[src/rtl/clip_outcode_pkg.sv]
// -----------------------------------------------------------------------------
// clip_outcode_pkg
// Shared definitions for the 2D clipping stage: the screen-space point type,
// the Cohen-Sutherland outcode bit constants (also used by the line clipper)
// and small helpers for trivial accept/reject decisions on outcodes.
// -----------------------------------------------------------------------------
package clip_outcode_pkg;

  // Screen-space point, two's complement coordinates.
  typedef struct packed {
    logic signed [15:0] x;
    logic signed [15:0] y;
  } Point2D;

  // Outcode bit layout: {TOP, BOTTOM, RIGHT, LEFT}.
  localparam logic [3:0] OC_INSIDE = 4'b0000;
  localparam logic [3:0] OC_LEFT   = 4'b0001;
  localparam logic [3:0] OC_RIGHT  = 4'b0010;
  localparam logic [3:0] OC_BOTTOM = 4'b0100;
  localparam logic [3:0] OC_TOP    = 4'b1000;

  // Default clip window, edges inclusive.
  localparam int CLIP_XMIN = 0;
  localparam int CLIP_XMAX = 640;
  localparam int CLIP_YMIN = 0;
  localparam int CLIP_YMAX = 480;

  // Both endpoints inside the window: the segment needs no clipping.
  function automatic logic oc_trivial_accept(input logic [3:0] a, input logic [3:0] b);
    return ((a | b) == OC_INSIDE);
  endfunction

  // Both endpoints beyond the same edge: the segment is entirely outside.
  function automatic logic oc_trivial_reject(input logic [3:0] a, input logic [3:0] b);
    return ((a & b) != OC_INSIDE);
  endfunction

endpackage

[src/rtl/clip_outcode_if.sv]
// -----------------------------------------------------------------------------
// clip_outcode_if
// Point-in / outcode-out bundle for the classifier.
//   p    : point to classify (driven by the master, sampled every clock)
//   code : registered outcode for the point sampled on the previous edge
// -----------------------------------------------------------------------------
interface clip_outcode_if;
  import clip_outcode_pkg::*;

  Point2D     p;
  logic [3:0] code;

  modport master (output p, input code);
  modport slave  (input p, output code);

endinterface

[src/rtl/clip_outcode_axis.sv]
// -----------------------------------------------------------------------------
// clip_outcode_axis
// Combinational single-axis classifier against an inclusive [lo..hi] range.
//   i_v     : coordinate value (signed)
//   i_lo    : lower inclusive bound (signed)
//   i_hi    : upper inclusive bound (signed)
//   o_above : i_v > i_hi (never set together with o_below)
//   o_below : i_v < i_lo
// -----------------------------------------------------------------------------
module clip_outcode_axis (
  input  logic signed [15:0] i_v,
  input  logic signed [15:0] i_lo,
  input  logic signed [15:0] i_hi,
  output logic               o_above,
  output logic               o_below
);

  logic w_below;

  // Strict signed compares: a value on either bound counts as inside.
  // "below" wins so the two flags stay exclusive even for a degenerate range.
  always_comb begin
    w_below = 1'b0;
    o_above = 1'b0;
    if (i_v < i_lo) begin
      w_below = 1'b1;
    end else begin
      w_below = 1'b0;
    end
    if ((i_v > i_hi) && !w_below) begin
      o_above = 1'b1;
    end else begin
      o_above = 1'b0;
    end
  end

  assign o_below = w_below;

endmodule

[src/rtl/clip_outcode.sv]
// -----------------------------------------------------------------------------
// clip_outcode
// Cohen-Sutherland region classifier. Each clock the point on bus.p is
// compared against the fixed window [XMIN..XMAX]x[YMIN..YMAX] and the 4-bit
// outcode {TOP, BOTTOM, RIGHT, LEFT} appears on bus.code one cycle later.
//   clk      : system clock, rising edge
//   rst      : asynchronous, active-high; clears the outcode immediately
//   bus.p    : point to classify (new point accepted every cycle)
//   bus.code : registered outcode
// Window bounds must satisfy XMIN<=XMAX, YMIN<=YMAX and fit in signed 16 bits.
// -----------------------------------------------------------------------------
module clip_outcode
  import clip_outcode_pkg::*;
#(
  parameter int XMIN = CLIP_XMIN,
  parameter int XMAX = CLIP_XMAX,
  parameter int YMIN = CLIP_YMIN,
  parameter int YMAX = CLIP_YMAX
) (
  input  logic          clk,
  input  logic          rst,
  clip_outcode_if.slave bus
);

  localparam logic signed [15:0] XMIN_S = 16'(XMIN);
  localparam logic signed [15:0] XMAX_S = 16'(XMAX);
  localparam logic signed [15:0] YMIN_S = 16'(YMIN);
  localparam logic signed [15:0] YMAX_S = 16'(YMAX);

  logic       w_x_above;
  logic       w_x_below;
  logic       w_y_above;
  logic       w_y_below;
  logic [3:0] w_code;
  logic [3:0] r_code;

  // X axis: below the window is LEFT, above it is RIGHT.
  clip_outcode_axis u_axis_x (
    .i_v     (bus.p.x),
    .i_lo    (XMIN_S),
    .i_hi    (XMAX_S),
    .o_above (w_x_above),
    .o_below (w_x_below)
  );

  // Y axis: below the window is BOTTOM, above it is TOP.
  clip_outcode_axis u_axis_y (
    .i_v     (bus.p.y),
    .i_lo    (YMIN_S),
    .i_hi    (YMAX_S),
    .o_above (w_y_above),
    .o_below (w_y_below)
  );

  // Axis flags land directly on their outcode bit positions.
  assign w_code = {w_y_above, w_y_below, w_x_above, w_x_below};

  // Outcode register; reset clears it without waiting for a clock edge.
  always_ff @(posedge clk or posedge rst) begin
    if (rst) begin
      r_code <= OC_INSIDE;
    end else begin
      r_code <= w_code;
    end
  end

  assign bus.code = r_code;

endmodule

[src/flat_wrapper.sv]
// flat-port wrapper written by rule: the top's interface ports become plain ports
module clip_outcode_flat import clip_outcode_pkg::*;
#(
  parameter int XMIN = CLIP_XMIN,
  parameter int XMAX = CLIP_XMAX,
  parameter int YMIN = CLIP_YMIN,
  parameter int YMAX = CLIP_YMAX
)
  (clk, rst, bus_p, bus_code);
  clip_outcode_if bus_i ();
  input  logic clk;
  input  logic rst;
  input wire logic [$bits(bus_i.p)-1:0] bus_p;
  output wire logic [$bits(bus_i.code)-1:0] bus_code;
  assign bus_i.p = bus_p;
  assign bus_code = bus_i.code;
  clip_outcode #(.XMIN(XMIN), .XMAX(XMAX), .YMIN(YMIN), .YMAX(YMAX)) u_core (.clk(clk), .rst(rst), .bus(bus_i));
endmodule
[config.mk]
export PLATFORM = sky130hd
export DESIGN_NAME = clip_outcode_flat
export DESIGN_NICKNAME = d
export VERILOG_FILES = /design/src/rtl/clip_outcode_pkg.sv /design/src/rtl/clip_outcode_if.sv /design/src/rtl/clip_outcode_axis.sv /design/src/rtl/clip_outcode.sv /design/src/flat_wrapper.sv
export SDC_FILE = /design/constraint.sdc
export NUM_CORES = 1
export LEC_CHECK = 0
export BUFFER_PORTS_ARGS = -buffer_cell sky130_fd_sc_hd__buf_2
export CORE_MARGIN = 1.5
export CORE_UTILIZATION = 45
export DETAILED_ROUTE_END_ITERATION = 10
export GPL_ROUTABILITY_DRIVEN = 0
export PLACE_DENSITY_LB_ADDON = 0.15
export SYNTH_ARGS = -nofsm -noshare
export SYNTH_HDL_FRONTEND = slang
export SYNTH_HIERARCHICAL = 1
export SYNTH_SLANG_ARGS = --single-unit
export TNS_END_PERCENT = 30
[constraint.sdc]
create_clock -name clk -period 0.82 [get_ports clk]
set_clock_uncertainty 0.15 [all_clocks]
set_input_delay 0.164 -clock clk [delete_from_list [all_inputs] [get_ports clk]]
set_output_delay 0.164 -clock clk [all_outputs]
set_load 0.02 [all_outputs]
# == Yosys cells after proc, flatten, opt, wreduce, memory -nomap -nowiden ==
# Index checks and enable logic that the tools add are counted.
# op_classes
n_lt_le_gt_ge,4
n_mux,4
reduce_logical,4
# ops
op,count
"less-than comparator 16 x 1 -> 1 bit, second input constant",2
"> comparator 16 x 10 -> 1 bit, second input constant",1
"> comparator 16 x 11 -> 1 bit, second input constant",1
two-way mux 1 bit,4
logical AND 1 bit,2
logical NOT 1 bit,2
# word_totals
ff_bits,4
in_bits,34
out_inout_bits,4

# == Longest topological paths before layout ==
# Gate-level depths: netlist (run 1).
# logic_depth
word_depth,5
depth_mapped,8

# == By module ==
# Netlist (run 1), hierarchy kept.
# modules_own_cells
mod,instances,cells_per_inst,area_per_inst_um2,seq_area_each_um2
clip_outcode_axis,2,108,803.3,0.0
clip_outcode,1,7,111.4,100.1

# == Worst setup path before layout (run 1) ==
# No wires, ideal clock.
# synth_timing
path_kind,input-to-reg
from,input bus_p[31]
to,register u_core.r_code[1] (netlist: u_core/bus.code[1])
setup_ns,0.086
arrival_ns,1.560
setup_slack_ns,-0.976
path_stages,7
n_path_buf,0
path_cell_list,ha_1 -> nand4_1 -> or4_4 -> a21oi_2 -> nor3_1 -> xnor2_1 -> nor3_1
# synth_between
elab_chain_len,5
# synth_lines
element,line,source
start: declaration,flat_wrapper.sv:13,input wire logic [$bits(bus_i.p)-1:0] bus_p;
less-than comparator 16 x 1 -> 1 bit,clip_outcode_axis.sv:25,if (i_v < i_lo) begin
two-way mux 1 bit,clip_outcode_axis.sv:25,
logical NOT 1 bit,clip_outcode_axis.sv:30,if ((i_v > i_hi) && !w_below) begin
logical AND 1 bit *,clip_outcode_axis.sv:30,
two-way mux 1 bit *,clip_outcode_axis.sv:30,
named net u_core.w_x_above,clip_outcode.sv:30,logic w_x_above;
end signal: assignment,clip_outcode.sv:63,r_code <= w_code;
end: declaration,clip_outcode.sv:35,logic [3:0] r_code;
# Mark *: on every way through the listed nets, which the timed path passes. The rest lies on a longest branch.

# == Worst setup path in the final report (run 1) ==
# layout_timing
from,input bus_p[11]
to,register u_core.r_code[3] (netlist: u_core/bus.code[3])
# layout_between
elab_chain_len,5
# layout_lines
element,line,source
less-than comparator 16 x 1 -> 1 bit,clip_outcode_axis.sv:25,
two-way mux 1 bit,clip_outcode_axis.sv:25,
logical NOT 1 bit,clip_outcode_axis.sv:30,
logical AND 1 bit *,clip_outcode_axis.sv:30,
two-way mux 1 bit *,clip_outcode_axis.sv:30,
named net u_core.w_y_above,clip_outcode.sv:32,logic w_y_above;
# Marks and branches as above.

==> run_results.csv, run 1 <==
group,metric,value,unit
clock_tree,post_cts_buffers,0,
die,core,0.00366,sq mm
power,power,1.89,mW
power,p_int,1.18,mW
grt,grt_usage,19.5,%
grt,grt_pass1_wl,6550,um
grt,grt_max_degree,5,
clock_tree,cts_tree,"yes",
synthesis,synth_area,0.00172,sq mm
timing,setup_violations,8,
run_status,outcome,"complete, but fails checks",
die,io_pins,38,
layout,multi_input_area,0.00183,sq mm
layout,register_area,100,sq um
timing,rsz0062_at_grt,"true",
synthesis,ys_warn_count,6,
setup_path,critical_path_buf_inv_count,1,
setup_path,cpMaxStageDelayCell,"or4_4",
timing,hold_viol_final,0,
placement,dpl_cell_area,0.00248,sq mm
drt,dr.first_iter.drc_count,45,
setup_path,endpoint_kind,"flip-flop",
placement,portBuffers,37,
grt,grt-ovfl-total,0,
synthesis,synth_cells,223,
layout,drive_gt1_share,26.8,%
synthesis,ys_seq_area_share,5.83,%
die,start_util,46.9,%
clock_tree,cts_num_sinks,4,
layout,final_nets,449,
placement,dp_hpwl,3330,um
setup_path,crit_fanout,2,
timing,fin_setup_tns,-4.13,ns
setup_path,path_delay_family,"simple AND/OR/NAND/NOR gates",
synthesis,ys_ff_latch,4,
layout,fin_area,0.00271,sq mm
clock_tree,htree_levels,1,
drt,met2_length,1720,um
die,die_x,64.8,um
setup_path,worstPathCellList,"buf_6, ha_4, nand4_1, or4_4, a21oi_4, nor3_2, xnor2_1, nor3_1",
run_status,violations,"setup timing",
layout,fillers,304,
layout,area_growth,58.0,%
grt,antenna_found_initial,0,
timing,timing.hold.ws,0.244,ns
power,clkPwrFrac,21.5,%
drt,met1_length,1840,um
drt,dr_wl_met3,116,um
die,die_h,64.8,um
power,p_leak,1.37,nW
job,maxCapViolCount,0,
timing,min_period,1.75,ns
drt,routed_wl,3680,um
clock_tree,cts_root_buf,"clkbuf_8",
layout,largest_reg_flops,4,
die,die_area,0.00420,sq mm
drt,ant_nets,0,
drt,viasPerCell,4.38,
drt,dr.pass1.iters,4,
clock_tree,clk_pin_slew,0.03,ns
timing,drv_slew,0,
hold_path,hold_class,"input port to asynchronous set/reset pin",
clock_tree,clockBufferDepth,2,
power,seqPwrFrac,13.3,%
synthesis,avgSynthCellArea,7.70,sq um
power,p_per_area,696,mW/mm^2
drt,drcViolationCount,0,
drt,top_layer,"met3",
timing,fmax,572,MHz
synthesis,synth_cell_types,29,
timing,setup_slack,-0.929,ns
setup_path,critPathRequiredTime,0.78,ns
power,swShare,37.7,%
grt,grt_pass1_vias,1662,
timing,min_period_over_period,213,%
setup_path,critical_path_class,"input port to flip-flop",
die,rows,22,
setup_path,arrival,1.71,ns
drt,route.detailed.wl_per_inst,9.21,um
power,pwr-share-comb,65.2,%
placement,place_worst_setup_slack,-1.20,ns
setup_path,critPathLaunchType,"input port",
power,net-switching-power,0.711,mW
clock_tree,cts-buffers-inserted,3,
setup_path,cpPeakStageDelay,0.54,ns
drt,vias,1749,
power,peakVddDrop,0.535,mV
layout,antenna_cells,0,
## power by group through the flow
stage | sequential (mW) | combinational, mW | clock (mW)
3_5_place_dp | 0.250 | 1.11 | 0
5_1_grt | 0.255 | 1.42 | 0.429
6_report | 0.250 | 1.23 | 0.406
3_3_place_gp | 0.247 | 1.08 | 0
4_1_cts | 0.252 | 1.18 | 0.418
2_1_floorplan | 0.294 | 0.644 | 0
## cell type report
class,instances,area share (%)
Clock buffer,3,1.52
Inverter,63,8.71
Multi-Input combinational cell,218,67.6
Sequential cell,4,3.69
Tap cell,48,2.21
Timing Repair Buffer,63,16.3
## tightest hold or removal path, cell delays in order
cell and delay, ns:
dlygate4sd3_1 0.53, buf_2 0.12, inv_1 0.14
## synth_stat cells
cell type  instances  area (sq um)
nand3_1            6          30.0
mux2i_1            2          20.0
xnor2_1            2          17.5
nand2b_1           2          12.5
nor3_1             4          20.0
o21ai_1            4          20.0
a221oi_2           2          30.0
inv_1             63           236
or4_4              2          22.5
dfrtp_1            4           100
a31oi_1            4          25.0
a211o_1            2          17.5
conb_1             2          7.51
a221o_1            2          20.0
nand3b_1           2          15.0
o21ai_0            2          10.0
a21oi_1           16          80.1
ha_1              62           776
nand2_1            8          30.0
and4_1             2          17.5
a21o_1             8          60.1
o211ai_1           2          15.0
nor2b_1            2          12.5
and3_4             2          22.5
and3_1             2          12.5
nor2_1             4          15.0
nand4_1            6          37.5
a21oi_2            2          17.5
o2111ai_1          2          17.5
## stage by stage
stage          std cells  util [%]
3_5_place_dp         395      67.8
2_1_floorplan        285         -
4_1_cts              399      71.9
6_report             399      74.1
5_1_grt              399      74.1
3_3_place_gp         395      67.8
## cell usage in the layout (no fill, tap or decap), types with 3 or more instances in the layout
cell and instances:
a21o_1 8, a21oi_1 15, a31oi_1 3, buf_2 27
buf_4 26, buf_6 9, clkbuf_8 3, conb_1 64
dfrtp_1 4, ha_1 45, ha_4 15, inv_1 63
nand2_1 8, nand3_1 6, nand4_1 6, nor2_1 4
o21ai_1 4
## worst max-delay path by stage
stage                    from                            to  slack, ns  depth (start not counted)
global route        bus_p[11]  u_core/bus.code[3]$_DFF_PP0_      -0.98                          8
CTS                 bus_p[14]  u_core/bus.code[3]$_DFF_PP0_      -0.90                          8
floorplan           bus_p[26]  u_core/bus.code[1]$_DFF_PP0_      -0.84                          7
global placement    bus_p[10]  u_core/bus.code[3]$_DFF_PP0_      -1.15                          8
detailed placement  bus_p[10]  u_core/bus.code[3]$_DFF_PP0_      -1.20                          8
finish              bus_p[11]  u_core/bus.code[3]$_DFF_PP0_      -0.93                          8
## routing by layer
layer / vias to the layer above / GRT usage, %
met3: 0 / 2.08
li1: 969 / -
met4: 0 / 1.60
met5: - / 0
met1: 753 / 25.5
met2: 27 / 35.6
## repair_timing
item,4_1_cts,5_1_grt
endpoints found under the hold margin,4,0
gates resized for setup,20,11
pin swaps,10,0
hold buffers,1,0
endpoints found under the setup margin,8,8
## kinds of logic (layout without fill, tap and decap cells)
family          count (synthesis)  count (layout)  synth area share (%)
compound gates                 46              46                  18.2
xor+xnor                        2               2                  1.02
fa+ha+maj                      62              62                  45.2
buf+inv                        63             129                  13.8
flops                           4               4                  5.83
mux                             2               2                  1.17
other cells                     2              64                 0.437
simple gates                   42              42                  14.4
No activity file was read; power rests on OpenSTA's default activity.
==> run 2: changes to the inputs <==
--- a/config.mk
+++ b/config.mk
@@ -15,4 +15,4 @@
 export SYNTH_HDL_FRONTEND = slang
 export SYNTH_HIERARCHICAL = 1
 export SYNTH_SLANG_ARGS = --single-unit
-export TNS_END_PERCENT = 30
+export TNS_END_PERCENT = 50
==> run 2 against run 1 <==
The flow still finishes with violations (setup timing). Die area is the same. Cell count grew 1.5%. Clock-buffer cell count is the same. Routed wire length grew 35%. Clock power grew 8.1%. Sequential power is essentially flat. Sequential share of layout area shrank 0.36 points. First-iteration DRC count grew 6.7%. Core utilization grew 8.0 points. Largest cell class unchanged. Largest power group unchanged.
==> run_results.csv, run 2 (same netlist as run 1, synthesis figures left out) <==
group,metric,value,unit
drt,vias,1853,
drt,viasPerCell,4.58,
drt,route.detailed.wl_per_inst,12.3,um
clock_tree,htree_levels,1,
die,die_area,0.00420,sq mm
power,clkPwrFrac,20.2,%
setup_path,crit_fanout,2,
grt,grt_max_degree,5,
power,power,2.17,mW
timing,rsz0062_at_grt,"true",
timing,min_period,1.76,ns
layout,final_util,82.1,%
grt,antenna_found_initial,0,
layout,largest_reg_flops,4,
power,seqPwrFrac,11.5,%
timing,setup_slack,-0.936,ns
layout,mostFrequentLayoutCell,"conb_1",
layout,final_nets,455,
timing,hold_viol_final,0,
drt,dr.first_iter.drc_count,48,
die,die_h,64.8,um
timing,setup_violations,8,
drt,dr.pass1.iters,4,
clock_tree,cts-buffers-inserted,3,
die,rows,22,
run_status,outcome,"complete, but fails checks",
layout,instances_no_fill,405,
setup_path,worstPathCellList,"buf_6, ha_4, nand4_1, or4_4, a21oi_2, nor3_2, xnor2_1, nor3_1",
clock_tree,cts_root_buf,"clkbuf_8",
setup_path,critPathLaunchType,"input port",
die,start_util,46.9,%
die,die_x,64.8,um
layout,area_growth,74.9,%
layout,fillers,260,
grt,grt_usage,22.9,%
power,peakVddDrop,0.647,mV
power,pwr-share-comb,68.3,%
drt,met2_length,2650,um
placement,dp_hpwl,3370,um
layout,layout_common_cells,"64 x conb_1, 63 x inv_1, 33 x buf_4, 33 x ha_1, 27 x ha_4",
timing,min_period_over_period,214,%
layout,drive_gt1_share,33.3,%
drt,ant_nets,0,
setup_path,endpoint_kind,"flip-flop",
setup_path,cpPeakStageDelay,0.55,ns
job,maxCapViolCount,0,
drt,drcViolationCount,0,
timing,fmax,569,MHz
setup_path,critPathRequiredTime,0.79,ns
setup_path,critical_path_class,"input port to flip-flop",
drt,dr_wl_met3,174,um
hold_path,hold_class,"input port to asynchronous set/reset pin",
die,core,0.00366,sq mm
drt,met1_length,2030,um
power,p_int,1.33,mW
clock_tree,cts_tree,"yes",
power,p_leak,1.43,nW
clock_tree,clockBufferDepth,2,
clock_tree,clk_pin_slew,0.03,ns
drt,routed_wl,4970,um
grt,grt_pass1_vias,1823,
grt,grt_pass1_wl,7580,um
placement,dp.cells,397,
power,p_per_area,722,mW/mm^2
grt,grt-ovfl-total,0,
power,net-switching-power,0.843,mW
drt,top_layer,"met4",
setup_path,arrival,1.73,ns
layout,fin_area,0.00301,sq mm
clock_tree,cts_num_sinks,4,
setup_path,cpMaxStageDelayCell,"or4_4",
timing,drv_slew,0,
placement,place_worst_setup_slack,-1.09,ns
run_status,violations,"setup timing",
placement,portBuffers,37,
die,io_pins,38,
power,swShare,38.8,%
layout,antenna_cells,0,
placement,dpl_cell_area,0.00251,sq mm
## run 2: path summary, 6_finish.rpt
| kind | cells after the start | endpoint | slack (ns) | from |
|---|---|---|---|---|
| max | 8 | u_core/bus.code[3]$_DFF_PP0_ | -0.94 | bus_p[12] |
| min | 3 | u_core/bus.code[0]$_DFF_PP0_ | 0.22 | rst |
| min in group clk | 6 | u_core/bus.code[1]$_DFF_PP0_ | 0.37 | bus_p[16] |
| max in group asynchronous | 3 | u_core/bus.code[3]$_DFF_PP0_ | 0.13 | rst |
## run 2: area by class of cell
class / instances / area [sq um] / share of cell area (%)
well taps: 48 / 60.1 / 2.00
multi-input cells: 218 / 2000 / 66.6
repair buffers: 69 / 566 / 18.8
flip-flops and latches: 4 / 100 / 3.33
clock buffers: 3 / 41.3 / 1.37
inverters: 63 / 236 / 7.87
## run 2: worst max-delay path, delay by kind of cell
family	cells	cell delay, ns
adders and majority gates	1	0.26
xor gates and xnor gates	1	0.13
AOI/OAI and AO/OA	1	0.13
buffers and inverters	1	0.10
and+or+nand+nor	4	0.94
## run 2: power groups by stage
stage / registers [mW] / logic (mW) / clock network (mW)
after floorplan: 0.294 / 0.648 / 0
after global placement: 0.247 / 1.11 / 0
after detailed placement: 0.246 / 1.14 / 0
after CTS: 0.246 / 1.31 / 0.440
after global routing: 0.252 / 1.66 / 0.468
final: 0.249 / 1.48 / 0.439
## run 2: what timing repair did
| action | 4_1_cts | 5_1_grt |
|---|---|---|
| setup buffers | 2 | 2 |
| pin swaps | 27 | 17 |
| resized for setup | 50 | 24 |
| endpoints found under the setup margin | 8 | 8 |
| hold buffers | 1 | 0 |
| endpoints found under the hold margin | 4 | 0 |
## run 2: metal layers
layer / GRT usage [%] / vias up
li1: - / 979
met1: 28.0 / 821
met2: 42.5 / 40
met3: 2.95 / 13
met4: 4.79 / 0
met5: 0 / -
## run 2: stage by stage
step,TNS [ns],hold slack (ns)
2_1_floorplan,-3.09,-0.220
3_3_place_gp,-4.17,-0.0882
3_5_place_dp,-4.25,-0.0868
4_1_cts,-4.16,0.222
5_1_grt,-4.51,0.242
6_report,-4.24,0.220
==> run 3: changes to the inputs <==
--- a/config.mk
+++ b/config.mk
@@ -5,14 +5,13 @@
 export SDC_FILE = /design/constraint.sdc
 export NUM_CORES = 1
 export LEC_CHECK = 0
+export ABC_AREA = 1
 export BUFFER_PORTS_ARGS = -buffer_cell sky130_fd_sc_hd__buf_2
-export CORE_MARGIN = 1.5
-export CORE_UTILIZATION = 45
+export CORE_AREA = 2 2 39 41
 export DETAILED_ROUTE_END_ITERATION = 10
+export DIE_AREA = 0 0 41 43
 export GPL_ROUTABILITY_DRIVEN = 0
 export PLACE_DENSITY_LB_ADDON = 0.15
 export SYNTH_ARGS = -nofsm -noshare
 export SYNTH_HDL_FRONTEND = slang
-export SYNTH_HIERARCHICAL = 1
 export SYNTH_SLANG_ARGS = --single-unit
-export TNS_END_PERCENT = 50
==> run 3 against run 2 <==
The flow still finishes with violations (setup timing). Core utilization shrank 36 points. Sequential power down 14%. Critical path depth decreased by 7. Cell count down 68%. Clock-buffer cell count stayed put. Worst setup slack improved by 0.72 ns. Flip-flop and latch count unchanged. Sequential share of layout area up 12 points. Area after synthesis is 79% lower.
==> run_results.csv, run 3 <==
group,metric,value,unit
die,start_util,25.9,%
timing,min_period_over_period,127,%
timing,hold_viol_final,0,
placement,place_worst_setup_slack,-0.142,ns
setup_path,critical_path_class,"flip-flop to output port",
setup_path,cpPeakStageDelay,0.36,ns
drt,ant_nets,0,
grt,grt_pass1_wl,1420,um
synthesis,async_flop_share,100,%
timing,drv_slew,0,
setup_path,critPathLaunchType,"flip-flop",
synthesis,avgSynthCellArea,5.19,sq um
drt,routed_wl,777,um
timing,setup_slack,-0.218,ns
run_status,outcome,"complete, but fails checks",
grt,grt_usage,11.1,%
timing,max-slew-margin-rel,90.4,%
layout,register_area,100,sq um
clock_tree,cts_root_buf,"clkbuf_4",
die,die_h,43,um
timing,timing.hold.ws,0.00412,ns
power,peakVddDrop,0.539,mV
timing,fmax,963,MHz
placement,portBuffers,37,
drt,dr.first_iter.drc_count,0,
hold_path,hold_class,"input port to flip-flop",
layout,fillers,154,
die,rows,14,
setup_path,critPathRequiredTime,0.51,ns
synthesis,synthTopCellsByArea,"dfrtp_1 28%, nor2_1 23%, inv_1 20%, nand2_1 19%, and2_0 3.5%",
power,p_leak,0.407,nW
setup_path,path_delay_family,"flip-flops",
grt,antenna_found_initial,0,
layout,largest_reg_flops,4,
layout,multi_input_area,186,sq um
clock_tree,clockBufferDepth,2,
synthesis,syn-num-nets,103,
clock_tree,cts_tree,"yes",
die,core,0.00138,sq mm
drt,dr.pass1.iters,1,
synthesis,ys_warn_count,0,
layout,final_nets,148,
clock_tree,cts-buffers-inserted,3,
setup_path,critical_path_buf_inv_count,1,
layout,instances_no_fill,128,
setup_path,worstPathCellList,"buf_6",
job,maxCapViolCount,0,
clock_tree,htree_levels,1,
layout,antenna_cells,0,
grt,grt-ovfl-total,0,
setup_path,cpMaxStageDelayCell,"dfrtp_1",
drt,viasPerCell,3.83,
synthesis,synth_area,358,sq um
placement,dpl_cell_area,578,sq um
synthesis,synth_ff_type,"dfrtp_1",
layout,drive_gt1_share,38.4,%
synthesis,synth_cells,69,
synthesis,synth_top_area_share,28.0,%
synthesis,ys_ff_latch,4,
timing,min_period,1.04,ns
power,p_per_area,1010,mW/mm^2
layout,area_growth,77.6,%
synthesis,synth_edf_count,0,
layout,layout_common_cells,"33 x buf_2, 22 x nor2_1, 19 x inv_1, 18 x nand2_1",
setup_path,arrival,0.72,ns
timing,max_slew.worst_pin.slew,0.145,ns
layout,mostFrequentLayoutCell,"buf_2",
drt,drcViolationCount,0,
grt,grt_pass1_vias,455,
setup_path,crit_fanout,1,
die,io_pins,38,
grt,grt_max_degree,5,
placement,dp_hpwl,712,um
drt,vias,490,
run_status,violations,"setup timing",
layout,fin_area,636,sq um
die,die_x,41,um
clock_tree,clk_pin_slew,0.04,ns
synthesis,ys_top_cells_by_count,"22 x nor2_1, 19 x inv_1, 18 x nand2_1, 4 x dfrtp_1, 2 x and2_0",
synthesis,synth.most_common_cell,"nor2_1",
die,die_area,0.00176,sq mm
timing,rsz0062_at_grt,"true",
placement,dp.cells,124,
timing,setup_violations,4,
drt,route.detailed.wl_per_inst,6.07,um
setup_path,endpoint_kind,"output port",
power,power,0.639,mW
synthesis,synth_largest_area_cell,"dfrtp_1",
clock_tree,cts_num_sinks,4,
synthesis,ys_seq_area_share,28.0,%
synthesis,synth_cell_types,9,
run 3: path summary, 6_finish.rpt:
| check | startpoint | endpoint | depth (start not counted) | slack [ns] |
|---|---|---|---|---|
| setup / recovery | u_core.bus.code[2]$_DFF_PP0_ | bus_code[2] | 1 | -0.22 |
| hold / removal | bus_p[31] | u_core.bus.code[0]$_DFF_PP0_ | 2 | 0.004 |
| max in group asynchronous | rst | u_core.bus.code[1]$_DFF_PP0_ | 3 | 0.17 |
| min in group asynchronous | rst | u_core.bus.code[2]$_DFF_PP0_ | 3 | 0.20 |
run 3: what timing repair did:
action,CTS,global route
pin swaps,0,0
setup endpoints to repair,4,4
endpoints found under the hold margin,5,0
gates resized for setup,8,0
hold buffers,1,0
setup buffers,0,0
run 3: logic make-up after synthesis:
logic type      share of synthesized area (%)
flops                                    28.0
compound gates                           1.40
buf+inv                                  19.9
simple gates                             50.7
run 3: layer usage:
layer | vias to the layer above | part of all wire [%] | GRT usage, %
li1 | 279 | - | -
met1 | 188 | 38 | 11.3
met2 | 23 | 49 | 19.4
met3 | 0 | 13 | 5.24
met4 | 0 | 0 | 2.67
met5 | - | 0 | 0
run 3: layout make-up:
| class | count | share of cell area (%) |
|---|---|---|
| clock buffers | 3 | 3.54 |
| inverters | 19 | 11.2 |
| multi-input cells | 46 | 29.3 |
| flip-flops and latches | 4 | 15.7 |
| well taps | 16 | 3.15 |
| repair buffers | 40 | 37.0 |
run 3: power breakdown:
part,switching (mW),internal (mW)
logic,0.0821,0.109
clock network,0.0720,0.163
registers,0.00438,0.209
total,0.159,0.481
run 3: through the flow:
stage | util, % | setup TNS (ns)
5_1_grt | 45.9 | -0.975
2_1_floorplan | - | 0
4_1_cts | 45.9 | -0.898
6_report | 45.9 | -0.852
3_3_place_gp | 41.8 | -0.261
3_5_place_dp | 41.8 | -0.280
